**config.mk**
```make
export PLATFORM = sky130hd
export DESIGN_NAME = ifc_cmd_driver
export DESIGN_NICKNAME = d
export VERILOG_FILES = /design/src/rtl/ifc_pkg.sv /design/src/rtl/ifc_cmd_fifo.sv /design/src/rtl/ifc_cmd_driver.sv
export SDC_FILE = /design/constraint.sdc
export NUM_CORES = 1
export LEC_CHECK = 0
export ABC_AREA = 1
export BUFFER_PORTS_ARGS = -buffer_cell sky130_fd_sc_hd__buf_2
export CAP_MARGIN = 10
export CELL_PAD_IN_SITES_DETAIL_PLACEMENT = 1
export CELL_PAD_IN_SITES_GLOBAL_PLACEMENT = 1
export CORE_MARGIN = 3
export CORE_UTILIZATION = 44
export CTS_CLUSTER_DIAMETER = 80
export DETAILED_ROUTE_END_ITERATION = 10
export PLACE_DENSITY = 0.94
export SLEW_MARGIN = 20
export SYNTH_ARGS = -nofsm -noshare
export SYNTH_HDL_FRONTEND = slang
export SYNTH_HIERARCHICAL = 1
export SYNTH_SLANG_ARGS = --single-unit
```
**constraint.sdc**
```tcl
create_clock -name CLK -period 2.7 [get_ports CLK]
set_input_delay 0.135 -clock CLK [delete_from_list [all_inputs] [get_ports CLK]]
set_output_delay 0.135 -clock CLK [all_outputs]
set_load 0.01 [all_outputs]
```
**src/rtl/ifc_pkg.sv**
```systemverilog
// ifc_pkg: shared types and constants for the ifc command driver.
// Optional timeout logic in the driver is enabled by IFC_DRV_TIMEOUT_EN.
package ifc_pkg;

  localparam int ADDR_W = 3;

  localparam logic OP_WRITE = 1'b0;
  localparam logic OP_READ  = 1'b1;

  localparam logic [ADDR_W-1:0] DUT_ADDR_CTRL   = 3'd0;
  localparam logic [ADDR_W-1:0] DUT_ADDR_STATUS = 3'd1;
  localparam logic [ADDR_W-1:0] DUT_ADDR_DATA   = 3'd2;
  localparam logic [ADDR_W-1:0] DUT_ADDR_MASK   = 3'd3;
  localparam logic [ADDR_W-1:0] DUT_ADDR_SCRATCH = 3'd7;

  typedef enum logic [1:0] {
    ST_IDLE,
    ST_ISSUE,
    ST_RESP
  } state_e;

  typedef struct packed {
    logic              op;
    logic [ADDR_W-1:0] addr;
    logic              data;
  } cmd_t;

endpackage

```
**src/rtl/ifc_cmd_fifo.sv**
```systemverilog
// ifc_cmd_fifo: power-of-2 command FIFO, extra pointer bit for full/empty.
// Used by ifc_cmd_driver (IFC_DRV_TIMEOUT_EN has no effect here).
module ifc_cmd_fifo #(
  parameter int DEPTH = 4,
  parameter int W     = 5
) (
  input  logic         clk_i,
  input  logic         rst_ni,
  input  logic         push_i,
  input  logic [W-1:0] din_i,
  input  logic         pop_i,
  output logic [W-1:0] dout_o,
  output logic         full_o,
  output logic         empty_o
);

  localparam int AW = $clog2(DEPTH);

  logic [AW:0]  wr_q, wr_d;
  logic [AW:0]  rd_q, rd_d;
  logic [W-1:0] mem_q [DEPTH];
  logic         do_push;
  logic         do_pop;

  assign empty_o = (wr_q == rd_q);
  assign full_o  = (wr_q[AW] != rd_q[AW]) &&
                   (wr_q[AW-1:0] == rd_q[AW-1:0]);
  assign do_push = push_i && !full_o;
  assign do_pop  = pop_i && !empty_o;
  assign dout_o  = mem_q[rd_q[AW-1:0]];

  // pointer advance on accepted push/pop
  always_comb begin
    wr_d = wr_q;
    rd_d = rd_q;
    if (do_push) wr_d = wr_q + 1'b1;
    if (do_pop)  rd_d = rd_q + 1'b1;
  end

  // pointer and storage registers
  always_ff @(posedge clk_i or negedge rst_ni) begin
    if (!rst_ni) begin
      wr_q <= '0;
      rd_q <= '0;
      for (int i = 0; i < DEPTH; i++) mem_q[i] <= '0;
    end else begin
      wr_q <= wr_d;
      rd_q <= rd_d;
      if (do_push) mem_q[wr_q[AW-1:0]] <= din_i;
    end
  end

endmodule

```
**src/rtl/ifc_cmd_driver.sv**
```systemverilog
// ifc_cmd_driver: queues write/read commands and drives dut method ports.
// Define IFC_DRV_TIMEOUT_EN to abandon commands whose rdy never rises.
module ifc_cmd_driver
  import ifc_pkg::*;
#(
  parameter int CMD_DEPTH = 4,
  parameter int TIMEOUT   = 255
) (
  input  logic              CLK,
  input  logic              RST_N,
  input  logic              cmd_valid,
  output logic              cmd_ready,
  input  logic              cmd_op,
  input  logic [ADDR_W-1:0] cmd_addr,
  input  logic              cmd_data,
  output logic              rsp_valid,
  input  logic              rsp_ready,
  output logic [ADDR_W-1:0] rsp_addr,
  output logic              rsp_data,
  output logic              rsp_err,
  output logic              err,
  output logic              busy,
  output logic [ADDR_W-1:0] write_address,
  output logic              write_data,
  output logic              write_en,
  input  logic              write_rdy,
  output logic [ADDR_W-1:0] read_address,
  output logic              read_en,
  input  logic              read_data,
  input  logic              read_rdy
);

  if (TIMEOUT < 1 || TIMEOUT > 65535 || CMD_DEPTH < 2 ||
      (CMD_DEPTH & (CMD_DEPTH - 1)) != 0) begin : g_param_chk
    $error("ifc_cmd_driver: bad CMD_DEPTH or TIMEOUT");
  end

  state_e            state_q, state_d;
  cmd_t              cur_q, cur_d;
  cmd_t              head;
  logic [ADDR_W-1:0] rsp_addr_q, rsp_addr_d;
  logic              rsp_data_q, rsp_data_d;
  logic              pop;
  logic              full;
  logic              empty;

`ifdef IFC_DRV_TIMEOUT_EN
  localparam logic [15:0] TO_LIM = 16'(TIMEOUT - 1);
  logic [15:0] cnt_q, cnt_d;
  logic        rsp_err_q, rsp_err_d;
  logic        err_q, err_d;
  logic        rdy;
  assign rdy     = (cur_q.op == OP_READ) ? read_rdy : write_rdy;
  assign rsp_err = rsp_err_q;
  assign err     = err_q;
`else
  assign rsp_err = 1'b0;
  assign err     = 1'b0;
`endif

  ifc_cmd_fifo #(
    .DEPTH (CMD_DEPTH),
    .W     ($bits(cmd_t))
  ) u_fifo (
    .clk_i   (CLK),
    .rst_ni  (RST_N),
    .push_i  (cmd_valid),
    .din_i   ({cmd_op, cmd_addr, cmd_data}),
    .pop_i   (pop),
    .dout_o  (head),
    .full_o  (full),
    .empty_o (empty)
  );

  assign cmd_ready     = !full;
  assign busy          = !empty || (state_q != ST_IDLE);
  assign rsp_valid     = (state_q == ST_RESP);
  assign rsp_addr      = rsp_addr_q;
  assign rsp_data      = rsp_data_q;
  assign write_address = cur_q.addr;
  assign write_data    = cur_q.data;
  assign read_address  = cur_q.addr;

  // issue FSM: pop, pulse enable on rdy, hold read response
  always_comb begin
    state_d    = state_q;
    cur_d      = cur_q;
    rsp_addr_d = rsp_addr_q;
    rsp_data_d = rsp_data_q;
    pop        = 1'b0;
    write_en   = 1'b0;
    read_en    = 1'b0;
`ifdef IFC_DRV_TIMEOUT_EN
    cnt_d     = cnt_q;
    rsp_err_d = rsp_err_q;
    err_d     = err_q;
`endif
    unique case (state_q)
      ST_IDLE: begin
        if (!empty) begin
          pop     = 1'b1;
          cur_d   = head;
          state_d = ST_ISSUE;
`ifdef IFC_DRV_TIMEOUT_EN
          cnt_d = '0;
`endif
        end
      end
      ST_ISSUE: begin
        if (cur_q.op == OP_WRITE) begin
          write_en = write_rdy;
          if (write_rdy) state_d = ST_IDLE;
        end else begin
          read_en = read_rdy;
          if (read_rdy) begin
            rsp_data_d = read_data;
            rsp_addr_d = cur_q.addr;
            state_d    = ST_RESP;
`ifdef IFC_DRV_TIMEOUT_EN
            rsp_err_d = 1'b0;
`endif
          end
        end
`ifdef IFC_DRV_TIMEOUT_EN
        if (!rdy) begin
          if (cnt_q == TO_LIM) begin
            err_d = 1'b1;
            if (cur_q.op == OP_READ) begin
              rsp_data_d = 1'b0;
              rsp_addr_d = cur_q.addr;
              rsp_err_d  = 1'b1;
              state_d    = ST_RESP;
            end else begin
              state_d = ST_IDLE;
            end
          end else begin
            cnt_d = cnt_q + 16'd1;
          end
        end
`endif
      end
      ST_RESP: begin
        if (rsp_ready) state_d = ST_IDLE;
      end
      default: state_d = ST_IDLE;
    endcase
  end

  // FSM, current-command and response registers
  always_ff @(posedge CLK or negedge RST_N) begin
    if (!RST_N) begin
      state_q    <= ST_IDLE;
      cur_q      <= '0;
      rsp_addr_q <= '0;
      rsp_data_q <= 1'b0;
    end else begin
      state_q    <= state_d;
      cur_q      <= cur_d;
      rsp_addr_q <= rsp_addr_d;
      rsp_data_q <= rsp_data_d;
    end
  end

`ifdef IFC_DRV_TIMEOUT_EN
  // timeout counter and error flags
  always_ff @(posedge CLK or negedge RST_N) begin
    if (!RST_N) begin
      cnt_q     <= '0;
      rsp_err_q <= 1'b0;
      err_q     <= 1'b0;
    end else begin
      cnt_q     <= cnt_d;
      rsp_err_q <= rsp_err_d;
      err_q     <= err_d;
    end
  end
`endif

endmodule

```
# After elaboration in Yosys (flattened, before gate mapping)
# Cells that the tools add are included.
# Widths: inputs -> output; s select.
[word_totals]
regBits = 37
inputBits = 12
[op_classes]
mux = 18
n_reduce_logical = 12
eq_ne = 9
add_sub_neg = 2
bitwise = 3
order_cmp = 3
[op_table]
columns = ["operator", "n"]
rows = [
  ["$bwmux 20", 1],
  ["$mux 5", 3],
  ["$bmux 5 s2", 1],
  ["$demux 5 s2", 1],
  ["$mux 2", 5],
  ["$add 3x1->3 const B", 2],
  ["$ge 3x3->1 const B", 2],
  ["$mux 1", 6],
  ["$ne 3x3->1 const B", 2],
  ["$not 2->3", 2],
  ["$pmux 2 s3", 1],
  ["$logic_and 1x1->1", 4],
  ["$reduce_and 4->1", 1],
  ["$eq 3x3->1", 1],
  ["$lt 3x1->1 const B", 1],
  ["$reduce_and 3->1", 1],
  ["$eq 2x1->1 const B", 1],
  ["$eq 2x2->1", 1],
  ["$eq 2x2->1 const B", 1],
  ["$logic_not 1->1", 2],
  ["$logic_not 2->1", 1],
  ["$ne 2x1->1 const B", 1],
  ["$ne 2x2->1 const B", 1],
  ["$reduce_and 2->1", 1],
  ["4 further kinds", 4],
]

# Depth between registers and ports, before layout
# Gate-level depths: netlist of the first run.
[depth]
ltp_word = 6
mapped_depth = 11
mapped_depth_nobuf = 11

# Cells and area by module
# The synthesis of the first run kept the hierarchy.
[modules_own_cells]
columns = ["module", "n_inst", "cells_each", "area_per_inst_um2", "seq_area_each_um2"]
rows = [
  ["ifc_cmd_fifo", 1, 166, 1351.3, 650.6],
  ["ifc_cmd_driver", 1, 67, 560.5, 275.3],
]

# Worst setup path before layout of the first run
# OpenSTA, ideal clock, no wires.
[synth_path]
kind = "flip-flop to flip-flop"
startpoint = "register u_fifo.rd_q[1]"
endpoint = "register u_fifo.rd_q[0]"
period_less_slack_ps = 1467
required_time_ps = 2583
setup_time_ps = 117
arrival_time_ps = 1350
path_slack_ps = 1233
stages_incl_launch_ff = 12
path_buffers = 0
cell_sequence = "dfrtp_1 > inv_2 > nand2_1 > nand2_1 > nand3b_1 > inv_1 > inv_1 > nand2_4 > inv_1 > nand2_1 > nand2_1 > nand2_1"
[synth_between]
elab_chain_cells = 4
elab_cells_between_ends = 5
[synth_lines]
columns = ["item", "line_no", "source"]
rows = [
  ["from (decl)", "ifc_cmd_fifo.sv:20", "logic [AW:0] rd_q, rd_d;"],
  ["from (signal assigned)", "ifc_cmd_fifo.sv:48", "rd_q <= rd_d;"],
  ["$eq 3x3->1", "ifc_cmd_fifo.sv:25", "assign empty_o = (wr_q == rd_q);"],
  ["named net empty", "ifc_cmd_driver.sv:45", "logic empty;"],
  ["$mux 1", "ifc_cmd_driver.sv:100", "if (!empty) begin"],
  ["$mux 1", "ifc_cmd_driver.sv:98", "unique case (state_q)"],
  ["named net pop", "ifc_cmd_driver.sv:43", "logic pop;"],
  ["$logic_and 1x1->1", "ifc_cmd_fifo.sv:29", "assign do_pop = pop_i && !empty_o;"],
]
# The timed path passes the listed nets, and every way through them passes these cells.
# A chain may end at the register's enable or synchronous reset.

# Worst setup path after layout of the first run
[layout_path]
startpoint = "register u_fifo.rd_q[0]"
endpoint = "output cmd_ready"
[layout_between]
elab_chain_cells = 3
[layout_lines]
columns = ["item", "line_no", "source"]
rows = [
  ["$eq 2x2->1", "ifc_cmd_fifo.sv:27", "(wr_q[AW-1:0] == rd_q[AW-1:0]);"],
  ["$logic_and 1x1->1", "ifc_cmd_fifo.sv:26", "assign full_o = (wr_q[AW] != rd_q[AW]) &&"],
  ["named net full", "ifc_cmd_driver.sv:44", "logic full;"],
  ["$logic_not 1->1", "ifc_cmd_driver.sv:75", "assign cmd_ready = !full;"],
  ["to (decl)", "ifc_cmd_driver.sv:12", "output logic cmd_ready,"],
]
# The timed path passes the listed nets, and every way through them passes these cells.

==> metrics, run 1 <==
DR vias/cell 5.38; clk_skew 0.00669 ns; remaining antenna violation count 0; fin crit share 0.766; Synth area leader dfrtp_1; root buffer cell clkbuf_8; Arr. time, crit path 1.93 ns; PortBufs 27; post-place instance area 0.00201 sq mm; Total GRT Usage 0.197; global-route wire length before repair 7.97 mm; Yosys warnings 6; drt first-iter violations 61; status finished, final reports clean; final net count 270; clock sinks 37; crit path max fanout 29; Crit. End Element primary output; # fillers 521; relative slew slack 0.443; Synth area leaders dfrtp_1 48%, nand2_1 16%, nand4_1 6.9%; largest net degree at the start of global routing 38; antenna cell count 0; IO Count 30; CTS tree yes; Max Slew Vio Count 0; RSZ-0062 raised after global routing false; full die area 0.00517 sq mm; min Tclk post-route 2.07 ns; Worst Tran Pin Value 0.835 ns; commonest non-fill, non-tap cell in the layout nand2_1; vias in the first global route 1663; Die X 71.9 microns; sequential-to-total area share from yosys stat 0.484; post-cts sizing count 0; CTS H-Tree Depth 2; grt total ovfl 0; # DRC 0; vias 1636; Routability Congestion 0.843; Die Y 71.9 microns; CTS clk-pin slew, worst paths 0.07 ns; CP startpoint kind register; most frequent cells in the layout 83 x nand2_1, 37 x dfrtp_1, 27 x buf_2, 21 x nand4_1, 18 x nand3_1; initial antenna violation count 0; area of the multi-input gates 822 sq um; final setup fails 0; Row Count 23; Synth Register Bits 37; P per Cell Area 1250 mW/mm^2; Clock Latency Late Sink 0.29 ns; DR pass1 iterations 6; dpl hpwl 3.44 mm; fmax 483 MHz; worst min path class in2reg; Synth top area share 0.484; Num CTS Buffers 5; final wirelength 4.61 mm; Fin Setup TNS 0 ns; final hold vios 0; post-DR wirelength/cell 15.2 microns; cell area after synthesis 0.00191 sq mm; max-cap viol count 0; Required @ worst endpoint 2.57 ns; Leakage 1.17 nW; Netlist cell types 22; Area Growth Syn to Fin 9.62%; starting density of the core 0.468; VDD IR-drop max 0.467 mV; Final Cell Area 0.00210 sq mm; Storage cell area 926 sq um; layout cells sized above 1 0.157; Avg Synthesized Cell Area 8.21 sq um; Post-Synthesis Cells 233; CTS Buffer Depth 2; CP Class reg2out; core area 0.00409 sq mm
-- sequential cells by signal, indices dropped and copies added, names as in the netlist --
signal and count:
rsp_data 1, u_fifo/wr_q 3, cur_q 1, rsp_addr 3, write_data 1, u_fifo/mem_q 20
u_fifo/rd_q 3, state_q 2, read_address 3
-- area by class of cell --
type | instances | share of cell area
sequential | 37 | 0.442
multi-input combinational | 165 | 0.392
timing repair buffer | 28 | 0.0693
clock buffer | 8 | 0.0382
tap | 50 | 0.0299
inverter | 16 | 0.0287
-- where the power goes --
| group | switching, mW | internal [mW] | total (mW) |
|---|---|---|---|
| combinational | 0.772 | 0.422 | 1.19 |
| clock | 0.193 | 0.184 | 0.376 |
| sequential | 0.233 | 0.811 | 1.04 |
| total | 1.20 | 1.42 | 2.61 |
-- kinds of logic (layout without fill, tap and decap cells) --
logic type,count (synthesis),in the layout,synth area share
flip-flops,37,37,0.484
other,1,2,0.00196
XOR/XNOR,2,2,0.00916
adder cells (fa/ha/maj),5,5,0.0327
AND/OR/NAND/NOR,140,140,0.339
AO/OA/AOI/OAI,16,16,0.0452
buffers and inverters,32,52,0.0877
-- cells in the mapped netlist --
library cell,number
nand2_1,83
dfrtp_1,37
nand4_1,21
nand3_1,18
inv_1,14
o21ai_0,11
nor2_1,10
buf_4,8
ha_1,5
o22ai_1,5
clkbuf_1,4
buf_2,2
buf_6,2
inv_2,2
nand2_4,2
nand3_2,2
nor2_4,2
conb_1,1
nand3b_1,1
nor3_1,1
xnor2_1,1
xor2_1,1
-- metal layers --
| layer | part of all wire | vias up | GRT usage |
|---|---|---|---|
| met5 | 0 | - | 0 |
| met4 | 0.0063 | 0 | 0.0438 |
| met3 | 0.046 | 4 | 0.0443 |
| met2 | 0.50 | 42 | 0.331 |
| met1 | 0.45 | 788 | 0.261 |
| li1 | - | 802 | - |
-- metrics by stage --
step           power (mW)  utilization  std cells  hold slack, ns  worst slack, ns
2_1_floorplan        1.95            -        234          -0.161             1.23
3_3_place_gp         2.18        0.491        295           0.281            0.915
3_5_place_dp         2.26        0.491        295           0.280            0.823
4_1_cts              2.64        0.513        304          0.0642            0.627
5_1_grt              2.88        0.513        304          0.0623            0.439
6_report             2.61        0.513        304          0.0577            0.632
-- path summary, 6_finish.rpt --
path / to / startpoint / depth (start not counted) / slack [ns]
worst max-delay path: cmd_ready / u_fifo/rd_q[0] / 5 / 0.63
worst min-delay path: state_q[1] / rsp_ready / 2 / 0.06
worst max register to register: u_fifo/mem_q[9] / u_fifo/rd_q[0] / 5 / 0.78
worst min register to register: rsp_addr[0] / rsp_addr[0] / 2 / 0.47
max in group asynchronous: u_fifo/rd_q[2] / RST_N / 2 / 1.70
min in group asynchronous: state_q[0] / RST_N / 2 / 0.48
-- timing repair --
| item | 4_1_cts | 5_1_grt |
|---|---|---|
| hold buffers | 1 | 0 |
| endpoints found under the hold margin | 37 | 0 |
| setup buffers | 0 | 0 |
-- worst max-delay path, stage by stage (launching register included) --
cell,delay [ns]
dfrtp_1,0.53
xnor2_1,0.30
nand3_2,0.48
inv_1,0.16
inv_1,0.05
buf_2,0.13
No activity file was read; power rests on OpenSTA's default activity.
==> run 2, diff against run 1 <==
ABC_AREA = 0   (was 1)
CORE_UTILIZATION = 45   (was 44)
PLACE_DENSITY = 0.89   (was 0.94)
clock period = 2.2 ns   (was 2.7 ns; I/O delays follow)
==> run 2 against run 1 <==
Hold slack better by 0.0043 ns. Clock skew is 0.0050 ns lower. Utilization is 4.3 points higher. Area after synthesis is 3.0% lower. Count of clock-buffer cells in the layout is 2 lower. Synthesized cell count is 42% lower. Critical endpoint is now read_address[0]. Sequential power is 27% higher. Combinational power is 45% higher. Sequential share of layout area is 0.68 points lower. Cell area is 1.6% higher. Die area is 4.7% lower.
==> metrics, run 2 <==
layout cells sized above 1 0.464 (+0.307); Post-synth EDFFs 0 (unchanged); fmax 493 MHz; PortBufs 27 (unchanged); Final Core Density 0.556 (+0.0434); Num CTS Buffers 5 (unchanged); vias 1179 (-28%); max-cap viol count 0 (unchanged); worst min path class in2reg; IO Count 30 (unchanged); Post-synth top cells 37 x dfrtp_1, 28 x mux2_2, 10 x buf_4; Synth Register Bits 37 (unchanged); clock sinks 37 (unchanged); Max Slew Vio Count 0 (unchanged); most frequent cells in the layout 37 x dfrtp_1, 28 x mux2_2, 27 x buf_2, 7 x nand2_1; VDD IR-drop max 0.554 mV (+19%); final wirelength 3.90 mm (-15%); Die X 70.2 microns (-2.4%); largest net degree at the start of global routing 38 (unchanged); Synth area leaders dfrtp_1 50%, mux2_2 17%, mux4_2 6.1%; crit path from u_fifo/wr_q[1]; cell area after synthesis 0.00185 sq mm (-3.0%); # Post-CTS Setup Buffers 0 (unchanged); remaining antenna violation count 0 (unchanged); Row Count 22 (-4.3%); drt first-iter violations 30 (-51%); Reg power frac 0.374 (-0.026); relative slew slack 0.463 (+0.0192); global-route wire length before repair 6.62 mm (-17%); internal cell power 2.17 mW (+53%); Hold Worst Slack 0.0620 ns (+0.00429 ns); Avg Synthesized Cell Area 13.6 sq um (+66%); CP Class reg2reg; Clock Latency Late Sink 0.28 ns (about the same); post-DR wirelength/cell 18.1 microns (+19%); CTS clk-pin slew, worst paths 0.07 ns (about the same); Async S/R FF share, synth 1.00 (unchanged); core area 0.00383 sq mm (-6.4%); Worst Tran Pin Value 0.806 ns (-0.0288 ns); commonest non-fill, non-tap cell in the layout dfrtp_1; min-delay src read_data; P per Cell Area 1660 mW/mm^2 (+33%); Largest Register u_fifo/mem_q; Required @ worst endpoint 2.37 ns (-0.20 ns); Die Y 70.2 microns (-2.4%); switching power 1.36 mW (+14%); CP startpoint kind register; grt total ovfl 0 (unchanged); post-cts sizing count 0 (unchanged); root buffer cell clkbuf_8; CTS Buffer Depth 2 (unchanged); Yosys warnings 6 (unchanged); DR pass1 iterations 4 (-2); final hold vios 0 (unchanged); Routability Congestion 0.854 (+1.2%); dpl cells 207 (-30%); status finished, final reports clean; clk_skew 0.00168 ns (-0.00501 ns); Area Growth Syn to Fin 14.8%; # fillers 401 (-23%); final net count 185 (-31%); Combinational Power Share 0.491 (+0.035); Leakage 0.966 nW (-17%); sequential-to-total area share from yosys stat 0.499 (+0.0150); RSZ-0062 raised after global routing false; switch share 0.386 (-0.0726); CTS tree yes; Netlist cell types 30 (+36%); Post-Synthesis Cells 136 (-42%); full die area 0.00493 sq mm (-4.7%); dpl hpwl 2.99 mm (-13%); crit path max fanout 8 (-72%); pre-CTS setup slack 0.224 ns (-0.598 ns); CTS H-Tree Depth 2 (unchanged); DR vias/cell 5.46 (+1.4%); antenna cell count 0 (unchanged); Arr. time, crit path 2.20 ns (+0.27 ns); reg2reg end read_address[0]; initial antenna violation count 0 (unchanged); starting density of the core 0.485 (+0.0168); vias in the first global route 1298 (-22%); flop2flop setup slack 0.17 ns (-0.61 ns); Crit. End Element register; Total GRT Usage 0.174 (-0.0222); final non-filler cell total 216 (-29%); FF-to-FF path depth 5 (unchanged); Synth top area share 0.499 (+0.0150); Synth area leader dfrtp_1; origin of the critical flop-to-flop path u_fifo/wr_q[1]; max reg flops 20 (unchanged); final setup fails 0 (unchanged); Fin Setup TNS 0 ns (unchanged); most common cell in the netlist dfrtp_1; # DRC 0 (unchanged); fin crit share 0.923; Top FF cell, synth dfrtp_1; post-route setup slack 0.170 ns (-0.462 ns); # hold bufs at CTS 1 (unchanged); Worst Hold End rsp_data; clock power share 0.135 (-0.009); min Tclk post-route 2.03 ns; hold depth 2 (unchanged)
==> run 2: changes by cell type in the layout (fill, tap and decap cells not counted), sizes merged, moves of 5 or more <==
cell,before,now
o21ai,11,2
a31oi,0,6
inv,16,6
nand4,21,1
nand3,20,1
mux2,0,30
nand2,85,7
buf,27,33
mux4,0,5
nor2,12,2
==> run 2: area by class of cell <==
type,instances,area (sq um),area share
Sequential cell,37,926,0.435
Clock buffer,6,82.6,0.0388
Tap cell,48,60.1,0.0282
Clock inverter,1,7.51,0.00353
Timing Repair Buffer,35,200,0.0941
Multi-Input combinational cell,83,830,0.390
Inverter,6,22.5,0.0106
==> run 2: power groups by stage <==
stage | Sequential, mW | Combinational, mW | Clock (mW)
finish | 1.32 | 1.73 | 0.476
global route | 1.38 | 1.91 | 0.526
CTS | 1.33 | 1.75 | 0.496
detailed placement | 1.34 | 1.74 | 0
global placement | 1.29 | 1.62 | 0
floorplan | 1.26 | 1.33 | 0
==> run 2: per-stage QoR <==
| step | power (mW) | area [sq um] |
|---|---|---|
| floorplan | 2.59 | 1860 |
| global placement | 2.92 | 2020 |
| detailed placement | 3.08 | 2020 |
| CTS | 3.58 | 2120 |
| global route | 3.82 | 2130 |
| finish | 3.53 | 2130 |
==> run 2: worst max path at each step <==
stage / end / slack, ns / cells after the start
after floorplan: u_fifo/rd_q[1] / 0.32 / 6
after global placement: cur_q[4] / 0.38 / 5
after detailed placement: cur_q[4] / 0.22 / 5
after CTS: read_address[1] / 0.18 / 5
after global routing: read_address[0] / 0.02 / 5
final: read_address[0] / 0.17 / 5
==> run 2: metal layers <==
layer / vias up / track usage / wire length [microns] / part of all wire
li1: 541 / - / - / -
met1: 605 / 0.212 / 1640 / 0.42
met2: 28 / 0.303 / 2020 / 0.52
met3: 5 / 0.0504 / 198 / 0.051
met4: 0 / 0.0447 / 38 / 0.0097
met5: - / 0 / 0 / 0
==> run 2: critical path: stages (launching register included) <==
cell	delay (ns)
dfrtp_1	0.48
xor2_1	0.42
nor3_1	0.18
nor3_4	0.29
buf_4	0.21
mux2_2	0.34
==> run 2: kinds of logic after synthesis <==
| family | Yosys count | share of synthesized area |
|---|---|---|
| flip-flops | 37 | 0.499 |
| adder cells (fa/ha/maj) | 5 | 0.0337 |
| AO/OA/AOI/OAI | 14 | 0.0553 |
| AND/OR/NAND/NOR | 19 | 0.0655 |
| XOR/XNOR | 8 | 0.0459 |
| buffers and inverters | 17 | 0.0553 |
| multiplexers | 35 | 0.243 |
| other | 1 | 0.00202 |
